File: config.mk
export PLATFORM = sky130hd
export DESIGN_NAME = text_overlay_scroll
export DESIGN_NICKNAME = d
export VERILOG_FILES = /design/src/rtl/text_overlay_pkg.sv /design/src/rtl/overlay_frame_timer.sv /design/src/rtl/text_overlay_scroll.sv
export SDC_FILE = /design/constraint.sdc
export NUM_CORES = 1
export LEC_CHECK = 0
export ABC_AREA = 1
export BUFFER_PORTS_ARGS = -buffer_cell sky130_fd_sc_hd__buf_2
export CORE_AREA = 2 2 244 246
export CTS_CLUSTER_SIZE = 16
export DETAILED_ROUTE_END_ITERATION = 10
export DIE_AREA = 0 0 246 248
export RECOVER_POWER = 100
export SETUP_SLACK_MARGIN = 0.2
export SLEW_MARGIN = 0
export SYNTH_ARGS = -nofsm -noshare
export SYNTH_HDL_FRONTEND = slang
export SYNTH_HIERARCHICAL = 1
export SYNTH_SLANG_ARGS = --single-unit
export TNS_END_PERCENT = 10
File: constraint.sdc
create_clock -name clk -period 5.6 [get_ports clk]
set_input_delay 0.28 -clock clk [delete_from_list [all_inputs] [get_ports clk]]
set_output_delay 0.28 -clock clk [all_outputs]
set_load 0.02 [all_outputs]
File: src/rtl/text_overlay_pkg.sv
// Shared definitions for the text overlay: mode encodings and width helper.
// Imported by overlay_frame_timer and text_overlay_scroll.
package text_overlay_pkg;

   localparam logic [1:0] MODE_STATIC       = 2'b00;
   localparam logic [1:0] MODE_BLINK        = 2'b01;
   localparam logic [1:0] MODE_SCROLL       = 2'b10;
   localparam logic [1:0] MODE_SCROLL_BLINK = 2'b11;

   localparam int COORD_W = 10;

   // Bits needed to hold 0..n-1, never less than one.
   function automatic int width_of(input int n);
      return (n < 2) ? 1 : $clog2(n);
   endfunction

   localparam int DEF_OFF_W = width_of(60);

endpackage

File: src/rtl/overlay_frame_timer.sv
// Per-frame blink and marquee-scroll counters for the text overlay.
// Ports: clk, rst_n, frame_start, en, mode in; blink_phase, scroll_off out.
module overlay_frame_timer
   import text_overlay_pkg::*;
#(
   parameter int BMP_W        = 60,
   parameter int BLINK_FRAMES = 30,
   parameter int SCROLL_DIV   = 4
) (
   input  logic                        clk,
   input  logic                        rst_n,
   input  logic                        frame_start,
   input  logic                        en,
   input  logic [1:0]                  mode,
   output logic                        blink_phase,
   output logic [width_of(BMP_W)-1:0]  scroll_off
);

   localparam int OFF_W = width_of(BMP_W);
   localparam int BC_W  = width_of(BLINK_FRAMES);
   localparam int DC_W  = width_of(SCROLL_DIV);

   localparam logic [OFF_W-1:0] OFF_LAST = OFF_W'(BMP_W - 1);
   localparam logic [BC_W-1:0]  BC_LAST  = BC_W'(BLINK_FRAMES - 1);
   localparam logic [DC_W-1:0]  DC_LAST  = DC_W'(SCROLL_DIV - 1);

   logic [BC_W-1:0] blink_cnt;
   logic [DC_W-1:0] div_cnt;
   logic            scroll_on;
   logic            div_wrap;

   assign scroll_on = (mode == MODE_SCROLL) || (mode == MODE_SCROLL_BLINK);
   assign div_wrap  = (div_cnt == DC_LAST);

   always_ff @(posedge clk or negedge rst_n) begin
      if (!rst_n) begin
         blink_cnt   <= '0;
         blink_phase <= 1'b1;
         div_cnt     <= '0;
         scroll_off  <= '0;
      end else if (en && frame_start) begin
         if (blink_cnt == BC_LAST) begin
            blink_cnt   <= '0;
            blink_phase <= ~blink_phase;
         end else begin
            blink_cnt <= blink_cnt + 1'b1;
         end

         if (div_wrap) div_cnt <= '0;
         else          div_cnt <= div_cnt + 1'b1;

         // Leaving scroll mode snaps the text back to its home column.
         if (!scroll_on)
            scroll_off <= '0;
         else if (div_wrap)
            scroll_off <= (scroll_off == OFF_LAST) ? '0 : scroll_off + 1'b1;
      end
   end

endmodule

File: src/rtl/text_overlay_scroll.sv
// Two-stage monochrome bitmap overlay with blink and marquee scroll.
// Ports: clk, rst_n, x, y, frame_start, en, mode, bitmap in; overlay_active, scroll_off out.
module text_overlay_scroll
   import text_overlay_pkg::*;
#(
   parameter int BMP_W        = 60,
   parameter int BMP_H        = 10,
   parameter int SCALE_LOG2   = 3,
   parameter int ORIGIN_X     = 11,
   parameter int ORIGIN_Y     = 38,
   parameter int BLINK_FRAMES = 30,
   parameter int SCROLL_DIV   = 4
) (
   input  logic                        clk,
   input  logic                        rst_n,
   input  logic [COORD_W-1:0]          x,
   input  logic [COORD_W-1:0]          y,
   input  logic                        frame_start,
   input  logic                        en,
   input  logic [1:0]                  mode,
   input  logic [BMP_W*BMP_H-1:0]      bitmap,
   output logic                        overlay_active,
   output logic [width_of(BMP_W)-1:0]  scroll_off
);

   localparam int OFF_W = width_of(BMP_W);
   localparam int ROW_W = width_of(BMP_H);
   localparam int IDX_W = width_of(BMP_W * BMP_H);

   localparam logic [10:0] OX = 11'(ORIGIN_X);
   localparam logic [10:0] OY = 11'(ORIGIN_Y);

   logic blink_phase;

   overlay_frame_timer #(
      .BMP_W        (BMP_W),
      .BLINK_FRAMES (BLINK_FRAMES),
      .SCROLL_DIV   (SCROLL_DIV)
   ) u_timer (
      .clk         (clk),
      .rst_n       (rst_n),
      .frame_start (frame_start),
      .en          (en),
      .mode        (mode),
      .blink_phase (blink_phase),
      .scroll_off  (scroll_off)
   );

   // Stage 1: cell coordinates, window test, gating.
   logic [10:0] cx, cy;
   logic        in_win, gate;
   logic        blink_on;

   assign cx = 11'(x >> SCALE_LOG2);
   assign cy = 11'(y >> SCALE_LOG2);

   // Origin tests come first so cells left/above never wrap in.
   assign in_win = (cx >= OX) && ((cx - OX) < 11'(BMP_W)) &&
                   (cy >= OY) && ((cy - OY) < 11'(BMP_H));

   assign blink_on = (mode == MODE_BLINK) || (mode == MODE_SCROLL_BLINK);
   assign gate     = en && !(blink_on && !blink_phase);

   logic [OFF_W-1:0] s1_col;
   logic [ROW_W-1:0] s1_row;
   logic             s1_win;
   logic             s1_gate;
   logic [OFF_W-1:0] s1_off;

   // scroll_off is sampled with the pixel so a pixel coinciding with
   // frame_start still sees the pre-update offset.
   always_ff @(posedge clk or negedge rst_n) begin
      if (!rst_n) begin
         s1_col  <= '0;
         s1_row  <= '0;
         s1_win  <= 1'b0;
         s1_gate <= 1'b0;
         s1_off  <= '0;
      end else begin
         s1_col  <= OFF_W'(cx - OX);
         s1_row  <= ROW_W'(cy - OY);
         s1_win  <= in_win;
         s1_gate <= gate;
         s1_off  <= scroll_off;
      end
   end

   // Stage 2: modular column add and bitmap lookup.
   logic [OFF_W:0]   sum;
   logic [OFF_W-1:0] src_col;
   logic [IDX_W-1:0] bit_idx;

   assign sum     = {1'b0, s1_col} + {1'b0, s1_off};
   assign src_col = (sum >= (OFF_W+1)'(BMP_W)) ? OFF_W'(sum - (OFF_W+1)'(BMP_W))
                                                : sum[OFF_W-1:0];
   assign bit_idx = IDX_W'(s1_row) * IDX_W'(BMP_W) + IDX_W'(src_col);

   always_ff @(posedge clk or negedge rst_n) begin
      if (!rst_n) overlay_active <= 1'b0;
      else        overlay_active <= s1_win & s1_gate & bitmap[bit_idx];
   end

endmodule
==> flow_summary_export.csv <==
group,metric,value,unit
run_status,status,"finished, violations left",
run_status,violations,"max-capacitance violations, max-slew violations",
floorplan,fp-row-count,89,
floorplan,die_x,246,um
clock_network,htree_levels,2,
final_layout,multi_input_area,6720,um^2
final_layout,syn2layout_area_growth,46.6,%
timing,maxSlewHeadroom,-0.132,
synth,synth_area,8360,um^2
grt,grt_overflow_total,0,
setup_path,cp_common_cell,"nand3_1",
timing,worstMarginPinSlew,1700,ps
setup_path,critical_path_arrival,5060,ps
clock_network,clk_latency,280,ps
clock_network,post_cts_buffers,0,
clock_network,cts.sinks,33,
drt,first_pass_iters,6,
synth,ys_ff_latch,33,
setup_path,cpPeakStageDelay,1000,ps
timing,hold_violations,0,
grt,grt_pass1_wl,72.5,mm
clock_network,cts_hold_buf,0,
min_path,holdPathStages,1,
final_layout,final_cell_mix,"nand2_1 (722), buf_2 (615), nand3_1 (548), inv_1 (52), nor2_1 (36)",
drt,drc,0,
drt,drt-initial-drc-count,1072,
floorplan,initial_core_util,0.143,
floorplan,core,58500,um^2
placed_design,place_congestion,0.887,
power,powerDensity,725,nW/um^2
power,leakage,0.00666,uW
drt,drt.antenna.violating_nets,0,
power,ir_drop,0.607,mV
setup_path,reg2reg_to,"overlay_active",
synth,yosys_warnings,6,
placed_design,post-dp-hpwl,41.9,mm
clock_network,clkTransAtPathRegs,50,ps
setup_path,critPathKind,"reg -> reg",
final_layout,regArea,827,um^2
drt,routedWlPerCell,17.8,um
clock_network,cts_tree,"yes",
timing,setup_viol_count_final,0,
timing,fin_skew,2.64,ps
clock_network,cts_buffers,5,
timing,timing.final.crit_share,0.874,
setup_path,critPathTopFamily,"adder cells",
timing,tns,0,ps
grt,antenna_found_initial,15,
synth,synth.distinct_cells,38,
grt,grt_use_total,0.159,
setup_path,crit-reg2reg-launch,"s1_col[0]",
timing,timing.fmax,0.204,GHz
power,power,8880,uW
drt,vias,12900,
setup_path,critPathSlowestCell,"fa_1",
floorplan,dieHeight,248,um
grt,grt_max_degree,190,
timing,holdWs,170,ps
setup_path,endpoint_kind,"flip-flop",
synth,syn_inst,1649,
synth,yosysSeqAreaShare,0.0989,
setup_path,start_kind,"flip-flop",
clock_network,cts_root_buf,"clkbuf_16",
timing,finalCriticalPeriod,4900,ps
job,maxCapViolCount,1,
setup_path,regToRegSetupSlack,700,ps
grt,grt_pass1_vias,11800,
min_path,min_to,"s1_row[0]",
clock_network,clockBufferDepth,2,
setup_path,crit_chain,"ha_4, inv_1, fa_4, xnor2_2, ha_1, nand3_1, a21oi_1, a21oi_1, o21ai_2, xor2_1, ha_4, inv_1, fa_1, inv_2, buf_4, nand3_1, nand2_1, nand2_1, nand3_1, nand3_1, nand2_1, nand3_1, nand2_1, a21oi_1",
setup_path,critPathRequiredTime,5760,ps
min_path,hold_path.class,"in -> reg",
drt,totalWireLength,52.5,mm
drt,vias_per_cell,4.37,
setup_path,rr_worst_depth,24,
final_layout,layout.nets,2840,
synth,synth_nets,2310,
setup_path,cp_num_buf_inv,4,
placed_design,io_buffers,626,
min_path,min_from,"y[3]",
floorplan,io_pins,633,
final_layout,final_common_cell,"nand2_1",
final_layout,drive_gt1_frac,0.304,
floorplan,die_area,61000,um^2
timing,slew_violations,34,
timing,rsz0062_at_grt,"no",
setup_path,crit_fanout,24,
final_layout,fillers,6884,
synth,postSynthAreaPerCell,5.07,um^2
[sequential cells by signal, summed over array words and instances (netlist names)]
register             flops
s1_win                   1
u_timer/div_cnt          2
s1_off                   6
u_timer/blink_cnt        5
s1_row                   4
s1_col                   6
s1_gate                  1
overlay_active           1
u_timer/scroll_off       6
u_timer/blink_phase      1
[metrics by stage]
stage               instances  cell area, um^2  setup slack, ps  utilization
finish                   2958            12300              704        0.210
global route             2957            12300              232        0.210
CTS                      2953            12300              528        0.210
detailed placement       2945            12100              567        0.207
global placement         2945            12100              614        0.207
floorplan                1649             8360             1490            -
[worst reg2reg max path, cell delays in order, from the launching register on]
cell,delay [ps]
dfrtp_1,370
ha_4,140
inv_1,50
fa_4,450
xnor2_2,230
ha_1,200
nand3_1,80
a21oi_1,180
a21oi_1,90
o21ai_2,120
xor2_1,270
ha_4,170
inv_1,50
fa_1,1000
inv_2,70
buf_4,260
nand3_1,150
nand2_1,70
nand2_1,60
nand3_1,140
nand3_1,160
nand2_1,70
nand3_1,60
nand2_1,100
a21oi_1,260
[power by group]
group / internal [uW] / switching, uW / leakage [uW]
clock: 163 / 98.3 / 0.0000706
sequential: 293 / 49.1 / 0.000410
combinational: 2490 / 5790 / 0.00618
[worst max-delay path by stage]
stage	depth (start not counted)	start	slack, ps	end
after floorplan	25	s1_col[0]	1490	overlay_active
after global placement	23	s1_col[0]	610	overlay_active
after detailed placement	24	s1_col[0]	570	overlay_active
after CTS	24	s1_col[0]	530	overlay_active
after global routing	25	s1_off[2]	230	overlay_active
final	24	s1_col[0]	700	overlay_active
[synth_stat cells, drive strengths merged]
library cell	count	share of area
buf	109	0.068
o22ai	3	0.0022
a21oi	25	0.015
xnor2	11	0.012
inv	58	0.026
o21a	1	0.00090
xor2	12	0.013
o21ai	21	0.013
a21o	2	0.0018
a41oi	1	0.0010
a2111oi	1	0.0010
nor2	37	0.017
dfstp	1	0.0031
nand2	725	0.33
nor3	1	0.00060
o21bai	1	0.00090
a21boi	1	0.00090
clkbuf	16	0.0072
a211oi	1	0.00090
o31ai	1	0.00090
nand4	2	0.0015
fa	7	0.017
nand3	549	0.33
clkinv	2	0.00090
o2111ai	1	0.0010
ha	28	0.042
dfrtp	32	0.096
[cells by family after synthesis]
group / share of synthesized area
AND/OR/NAND/NOR: 0.676
buffers and inverters: 0.102
AO/OA/AOI/OAI: 0.0397
adder cells (fa/ha/maj): 0.0587
flip-flops: 0.0989
XOR/XNOR: 0.0250
[routing by layer]
layer | up-vias | routed length (um) | global-route usage
met5 | - | 72 | 0
met4 | 12 | 1060 | 0.0355
met3 | 61 | 3810 | 0.0217
met2 | 576 | 24900 | 0.272
met1 | 5808 | 22700 | 0.209
li1 | 6483 | - | -
[layout make-up]
| class | instances | share of cell area |
|---|---|---|
| inverter | 60 | 0.0197 |
| clock inverter | 2 | 0.000817 |
| antenna | 5 | 0.00102 |
| tap | 773 | 0.0789 |
| multi-input combinational | 1431 | 0.548 |
| timing repair buffer | 648 | 0.273 |
| sequential | 33 | 0.0675 |
| clock buffer | 6 | 0.0105 |
[repair_timing]
item	CTS	global route
hold endpoints to repair	0	0
endpoints found under the setup margin	0	1
resized for setup	0	1
Power figures use the tool's default switching activity.
